File: src/rtl/jg3_vote_collector_pkg.sv
// jg3_pkg: shared types and constants for the three-judge vote collector.
//   state_t    : collector FSM states (IDLE / COLLECT / PRESENT)
//   JUDGE_A/B/C: bit positions of each judge inside a vote vector
//   vote_vec_t : one bit per judge, {A,B,C}
// Optional feature macro used by the users of this package: JG3_VERDICT_EN.
package jg3_pkg;

  typedef enum logic [1:0] {
    IDLE    = 2'd0,
    COLLECT = 2'd1,
    PRESENT = 2'd2
  } state_t;

  localparam int JUDGE_A = 2;  // chief judge
  localparam int JUDGE_B = 1;
  localparam int JUDGE_C = 0;

  typedef logic [2:0] vote_vec_t;

  localparam vote_vec_t ALL_VOTED = 3'b111;

endpackage

File: src/rtl/jg3_vote_collector_if.sv
// jg3_vote_collector_if: groups the judge inputs and the result handshake of
// the vote collector.
//   start, vote_stb, vote_val : judge side requests / votes
//   abc, abc_valid, abc_ready : result vector and its valid/ready handshake
//   missing, timeout, busy    : result qualifiers and activity status
//   pass_x, reject_y          : verdicts, present only with JG3_VERDICT_EN
// Modports: master = the collector, slave = judges plus downstream logic.
interface jg3_vote_collector_if;
  import jg3_pkg::*;

  logic      start;
  vote_vec_t vote_stb;
  vote_vec_t vote_val;
  vote_vec_t abc;
  logic      abc_valid;
  logic      abc_ready;
  vote_vec_t missing;
  logic      timeout;
  logic      busy;
`ifdef JG3_VERDICT_EN
  logic      pass_x;
  logic      reject_y;
`endif

  modport master (
    input  start, vote_stb, vote_val, abc_ready,
    output abc, abc_valid, missing, timeout, busy
`ifdef JG3_VERDICT_EN
    , output pass_x, reject_y
`endif
  );

  modport slave (
    output start, vote_stb, vote_val, abc_ready,
    input  abc, abc_valid, missing, timeout, busy
`ifdef JG3_VERDICT_EN
    , input pass_x, reject_y
`endif
  );

endinterface

File: src/rtl/jg3_vote_collector_verdict.sv
// jg3_verdict: purely combinational verdict decode of a collected vote vector.
//   i_abc      : {A,B,C} votes, 1 = approve
//   o_pass_x   : chief approves and at least one other judge approves
//   o_reject_y : nobody approves
// Instantiated by jg3_vote_collector only when JG3_VERDICT_EN is defined.
module jg3_verdict
  import jg3_pkg::*;
(
  input  vote_vec_t i_abc,
  output logic      o_pass_x,
  output logic      o_reject_y
);

  assign o_pass_x   = i_abc[JUDGE_A] & (i_abc[JUDGE_B] | i_abc[JUDGE_C]);
  assign o_reject_y = ~(i_abc[JUDGE_A] | i_abc[JUDGE_B] | i_abc[JUDGE_C]);

endmodule

File: src/rtl/jg3_vote_collector.sv
// jg3_vote_collector: opens a voting window on start, collects one vote per
// judge (A = chief, B, C), closes on the third vote or after WINDOW_CYCLES
// collect cycles, then offers the {A,B,C} vector downstream via valid/ready.
// Judges that never voted read as reject and are flagged in missing.
//   clk  : rising-edge clock
//   rst_n: synchronous active-low reset
//   bus  : jg3_vote_collector_if.master (start, vote_stb, vote_val,
//          abc, abc_valid, abc_ready, missing, timeout, busy
//          [, pass_x, reject_y])
// Parameter WINDOW_CYCLES (1..65535) sets the window length.
// Macro JG3_VERDICT_EN adds registered pass_x / reject_y outputs.
// All outputs come straight from registers.
module jg3_vote_collector
  import jg3_pkg::*;
#(
  parameter int WINDOW_CYCLES = 1000
) (
  input  logic                   clk,
  input  logic                   rst_n,
  jg3_vote_collector_if.master   bus
);

  localparam int              CNT_W    = $clog2(WINDOW_CYCLES + 1);
  localparam logic [CNT_W-1:0] LAST_CNT = CNT_W'(WINDOW_CYCLES - 1);

  state_t           r_state;
  logic [CNT_W-1:0] r_cnt;
  vote_vec_t        r_voted;
  vote_vec_t        r_abc;
  vote_vec_t        r_missing;
  logic             r_valid;
  logic             r_timeout;
  logic             r_busy;

  vote_vec_t        w_take;
  vote_vec_t        w_voted_nxt;
  vote_vec_t        w_abc_nxt;
  logic             w_all;
  logic             w_expire;

  // Only the first strobe of each judge counts; later ones are masked off.
  assign w_take      = bus.vote_stb & ~r_voted;
  assign w_voted_nxt = r_voted | w_take;
  assign w_abc_nxt   = (r_abc & ~w_take) | (bus.vote_val & w_take);
  // Completion includes votes landing this cycle, so a vote on the expiry
  // cycle that fills the mask closes the window as complete, not timed out.
  assign w_all       = (w_voted_nxt == ALL_VOTED);
  assign w_expire    = (r_cnt == LAST_CNT);

`ifdef JG3_VERDICT_EN
  logic w_pass_x;
  logic w_reject_y;
  logic r_pass_x;
  logic r_reject_y;

  // Decoded from the vector being closed so the verdict lands with abc.
  jg3_verdict u_verdict (
    .i_abc      (w_abc_nxt),
    .o_pass_x   (w_pass_x),
    .o_reject_y (w_reject_y)
  );
`endif

  always_ff @(posedge clk) begin
    if (!rst_n) begin
      r_state   <= IDLE;
      r_cnt     <= '0;
      r_voted   <= '0;
      r_abc     <= '0;
      r_missing <= '0;
      r_valid   <= 1'b0;
      r_timeout <= 1'b0;
      r_busy    <= 1'b0;
`ifdef JG3_VERDICT_EN
      r_pass_x   <= 1'b0;
      r_reject_y <= 1'b0;
`endif
    end else begin
      case (r_state)
        IDLE: begin
          if (bus.start) begin
            r_state   <= COLLECT;
            r_cnt     <= '0;
            r_voted   <= '0;
            r_abc     <= '0;
            r_missing <= '0;
            r_timeout <= 1'b0;
            r_busy    <= 1'b1;
          end
        end

        COLLECT: begin
          r_abc   <= w_abc_nxt;
          r_voted <= w_voted_nxt;
          if (w_all || w_expire) begin
            r_state   <= PRESENT;
            r_valid   <= 1'b1;
            r_timeout <= ~w_all;
            r_missing <= ~w_voted_nxt;
`ifdef JG3_VERDICT_EN
            r_pass_x   <= w_pass_x;
            r_reject_y <= w_reject_y;
`endif
          end else begin
            r_cnt <= r_cnt + 1'b1;
          end
        end

        PRESENT: begin
          if (bus.abc_ready) begin
            r_state <= IDLE;
            r_valid <= 1'b0;
            r_busy  <= 1'b0;
          end
        end

        default: begin
          r_state <= IDLE;
          r_valid <= 1'b0;
          r_busy  <= 1'b0;
        end
      endcase
    end
  end

  assign bus.abc       = r_abc;
  assign bus.abc_valid = r_valid;
  assign bus.missing   = r_missing;
  assign bus.timeout   = r_timeout;
  assign bus.busy      = r_busy;
`ifdef JG3_VERDICT_EN
  assign bus.pass_x    = r_pass_x;
  assign bus.reject_y  = r_reject_y;
`endif

endmodule

File: src/flat_wrapper.sv
// flat-port wrapper written by rule: the top's interface ports become plain ports
module jg3_vote_collector_flat import jg3_pkg::*;
#(
  parameter int WINDOW_CYCLES = 1000
)
  (clk, rst_n, bus_start, bus_vote_stb, bus_vote_val, bus_abc_ready, bus_abc, bus_abc_valid, bus_missing, bus_timeout, bus_busy);
  jg3_vote_collector_if bus_i ();
  input  logic clk;
  input  logic rst_n;
  input wire logic [$bits(bus_i.start)-1:0] bus_start;
  input wire logic [$bits(bus_i.vote_stb)-1:0] bus_vote_stb;
  input wire logic [$bits(bus_i.vote_val)-1:0] bus_vote_val;
  input wire logic [$bits(bus_i.abc_ready)-1:0] bus_abc_ready;
  output wire logic [$bits(bus_i.abc)-1:0] bus_abc;
  output wire logic [$bits(bus_i.abc_valid)-1:0] bus_abc_valid;
  output wire logic [$bits(bus_i.missing)-1:0] bus_missing;
  output wire logic [$bits(bus_i.timeout)-1:0] bus_timeout;
  output wire logic [$bits(bus_i.busy)-1:0] bus_busy;
  assign bus_i.start = bus_start;
  assign bus_i.vote_stb = bus_vote_stb;
  assign bus_i.vote_val = bus_vote_val;
  assign bus_i.abc_ready = bus_abc_ready;
  assign bus_abc = bus_i.abc;
  assign bus_abc_valid = bus_i.abc_valid;
  assign bus_missing = bus_i.missing;
  assign bus_timeout = bus_i.timeout;
  assign bus_busy = bus_i.busy;
  jg3_vote_collector #(.WINDOW_CYCLES(WINDOW_CYCLES)) u_core (.clk(clk), .rst_n(rst_n), .bus(bus_i));
endmodule
File: config.mk
export PLATFORM = sky130hd
export DESIGN_NAME = jg3_vote_collector_flat
export DESIGN_NICKNAME = d
export VERILOG_FILES = /design/src/rtl/jg3_vote_collector_pkg.sv /design/src/rtl/jg3_vote_collector_if.sv /design/src/rtl/jg3_vote_collector_verdict.sv /design/src/rtl/jg3_vote_collector.sv /design/src/flat_wrapper.sv
export SDC_FILE = /design/constraint.sdc
export NUM_CORES = 1
export LEC_CHECK = 0
export ABC_AREA = 1
export CAP_MARGIN = 40
export CORE_MARGIN = 2
export CORE_UTILIZATION = 30
export CTS_CLUSTER_DIAMETER = 40
export DETAILED_ROUTE_END_ITERATION = 16
export PLACE_DENSITY_LB_ADDON = 0.2
export SKIP_CTS_REPAIR_TIMING = 1
export SYNTH_ARGS = -nofsm -noshare
export SYNTH_HDL_FRONTEND = slang
export SYNTH_SLANG_ARGS = --single-unit
File: constraint.sdc
create_clock -name clk -period 1.62 [get_ports clk]
set_input_delay 0.162 -clock clk [delete_from_list [all_inputs] [get_ports clk]]
set_output_delay 0.162 -clock clk [all_outputs]
set_load 0.02 [all_outputs]
==> impl_metrics.py <==
metrics = {
    "min_path": {
        "min_path_type": "flop to flop",
    },
    "sta": {
        "setup_violations": 0,
        "fmax_mhz": 690.7,
        "whs_ns": 0.4656,
        "hold_viol": 0,
        "post-route-min-period_ns": 1.448,
        "worst_clock_skew_ns": 0.004084,
        "fin_crit_sh_pct": 89.38,
        "fin_setup_tns_ns": 0,
        "max_slew_margin_pct": 81.96,
        "worst_pin_slew_ns": 0.2685,
        "rsz0062_at_grt": "false",
        "drv_slew": 0,
    },
    "worst_setup_path": {
        "crit_fanout": 11,
        "crit_type": "flop to flop",
        "r2r_slack_ns": 0.17,
        "crit_path_start_kind": "flop",
        "slowest_delay_ns": 0.37,
        "path_cells": "ha_2 > nand2_1 > nor2_1 > nand2_2 > nand2_4 > nand2_4 > nand2_1 > nand2_1 > nand2_1 > nor2_1",
        "arrival_ns": 1.62,
        "end_kind": "flop",
        "worstPathRequired_ns": 1.79,
        "cp_common_cell": "nand2_1",
        "slowest_stage": "dfxtp_2",
    },
    "detailed_routing": {
        "ant_nets": 0,
        "routed_wl_um": 2725,
        "wl_per_cell_um": 11.17,
        "vias": 1154,
        "wl_met1_um": 1261,
        "dr_wl_met2_um": 1337,
        "firstDrtPassIters": 4,
        "drcViolationCount": 0,
        "vias_per_cell": 4.730,
        "drt_iter0_drc": 43,
        "routed.top_layer": "met4",
        "route.met3.wl_um": 82,
    },
    "cts": {
        "clk_latency_ns": 0.27,
        "cts_tree": "done",
        "cts.reportedPaths.clkPinSlew_ns": 0.08,
        "cts.sinks": 24,
        "cts-root-buf": "clkbuf_8",
        "cts_buffers": 3,
        "cts.htree.levels": 1,
        "clock_path_buffers": 2,
    },
    "yosys": {
        "async_flop_share_pct": 0,
        "synth_top_area_share_pct": 41.20,
        "synth_area_um2": 1166,
        "synth_common_cells": "46 x nand2_1, 24 x dfxtp_1, 18 x a21oi_1, 18 x inv_1, 18 x nor2_1",
        "synth_nets": 182,
        "ys_ff_latch": 24,
        "synth_area_leaders": "dfxtp_1 41%, nand2_1 15%, a21oi_1 7.7%, nand3_1 7.3%, inv_1 5.8%",
        "post-synth-top-area-cell": "dfxtp_1",
        "synth_edf_count": 0,
        "ys_seq_area_share_pct": 41.20,
        "yosysMostFrequentCell": "nand2_1",
        "ys.flop_type": "dfxtp_1",
        "syn_avg_cell_area_um2": 6.819,
        "yosysUniqueCellTypes": 23,
        "ys_warn_count": 0,
        "synth_cells": 171,
    },
    "power": {
        "p_leak_nw": 0.6030,
        "power.total_mw": 1.263,
        "ir_drop_mv": 0.3253,
        "cellPowerDensity_nw_per_um2": 842.9,
    },
    "floorplanning": {
        "die_w_um": 66.35,
        "die_area_um2": 4402,
        "core_um2": 3689,
        "ios": 19,
        "start_util_pct": 31.61,
        "rows": 22,
        "die_y_um": 66.35,
    },
    "placed_design": {
        "gp_congestion": 0.7959,
        "post-place-cells": 240,
        "port_buffers": 18,
        "hpwl_um": 2054,
    },
    "layout": {
        "fill_cells": 418,
        "area_growth_pct": 28.54,
        "fin_cells": 244,
        "fin_nets": 208,
        "drive_above_1_share_pct": 13.27,
        "antennaDiodeCount": 0,
    },
    "global_routing": {
        "grt_pass1_wl_um": 4740,
        "grt_max_degree": 14,
        "grt-ovfl-total": 0,
        "antenna_found_initial": 0,
        "grt_use_total_pct": 14.25,
        "grt_pass1_vias": 1106,
    },
    "run": {
        "drv_cap": 0,
    },
    "run_status": {
        "status": "finished clean",
    },
}
[worst paths after layout]
kind | depth (start not counted) | end | from
setup / recovery | 10 | u_core.r_cnt[5] | u_core.r_cnt[0]
hold / removal | 2 | u_core.bus.abc_valid | u_core.bus.abc_valid
setup reg to reg | 10 | u_core.r_cnt[5] | u_core.r_cnt[0]
hold reg to reg | 2 | u_core.bus.abc_valid | u_core.bus.abc_valid
[state kept, by name (all words and copies together) (netlist names)]
name / count
u_core.r_cnt: 10
u_core.bus.abc: 3
u_core.bus.missing: 3
u_core.r_voted: 3
u_core.r_state: 2
u_core.bus.abc_valid: 1
u_core.bus.busy: 1
u_core.bus.timeout: 1
[cells by family (layout without fill, tap and decap cells)]
kind of cell / count (synthesis) / count (layout) / synth area share (%)
simple gates: 96 / 96 / 37.02
compound gates: 24 / 24 / 10.73
xor+xnor: 2 / 2 / 1.502
fa+ha+maj: 1 / 1 / 1.073
buf+inv: 24 / 49 / 8.475
flops: 24 / 24 / 41.20
[critical path, delay by kind of cell, from the launching register on]
kind / cells / cell delay [ns]
adders and majority gates: 1 / 0.20
DFF: 1 / 0.37
and+or+nand+nor: 9 / 0.77
[routing by layer]
layer,vias up,global-route usage [%]
met5,-,0
met4,0,5.357
met3,5,2.726
met2,17,25.00
met1,538,17.03
li1,594,-
[final cells by class]
cell class / count / area, µm² / share of cell area, %
multi-input combinational: 123 / 596.8 / 39.82
sequential: 24 / 483.0 / 32.22
timing repair buffer: 24 / 225.2 / 15.03
inverter: 21 / 78.83 / 5.259
tap: 48 / 60.06 / 4.007
clock buffer: 4 / 55.05 / 3.673
[cell usage in the layout (no fill, tap or decap), drive strengths merged]
| cell | instances |
|---|---|
| a21oi | 18 |
| buf | 6 |
| clkbuf | 4 |
| clkdlybuf4s50 | 18 |
| dfxtp | 24 |
| ha | 1 |
| inv | 21 |
| nand2 | 50 |
| nand3 | 18 |
| nand4 | 4 |
| nor2 | 22 |
| nor3 | 1 |
| o21ai | 5 |
| o311a | 1 |
| or2 | 1 |
| xor2 | 2 |
[where the power goes]
part | switching, mW | total [mW] | internal [mW]
sequential | 0.0136 | 0.626 | 0.612
clock | 0.187 | 0.403 | 0.217
combinational | 0.143 | 0.234 | 0.0908
[metrics by stage]
step | utilization [%] | setup WS, ns | cell area, µm²
6_report | 40.64 | 0.1721 | 1499
5_1_grt | 40.64 | 0.01593 | 1499
4_1_cts | 40.30 | 0.03912 | 1486
3_5_place_dp | 38.81 | 0.01350 | 1431
3_3_place_gp | 38.81 | 0.02260 | 1431
2_1_floorplan | - | 0.2224 | 1166
Note: power is estimated with default switching activity, not from simulation.
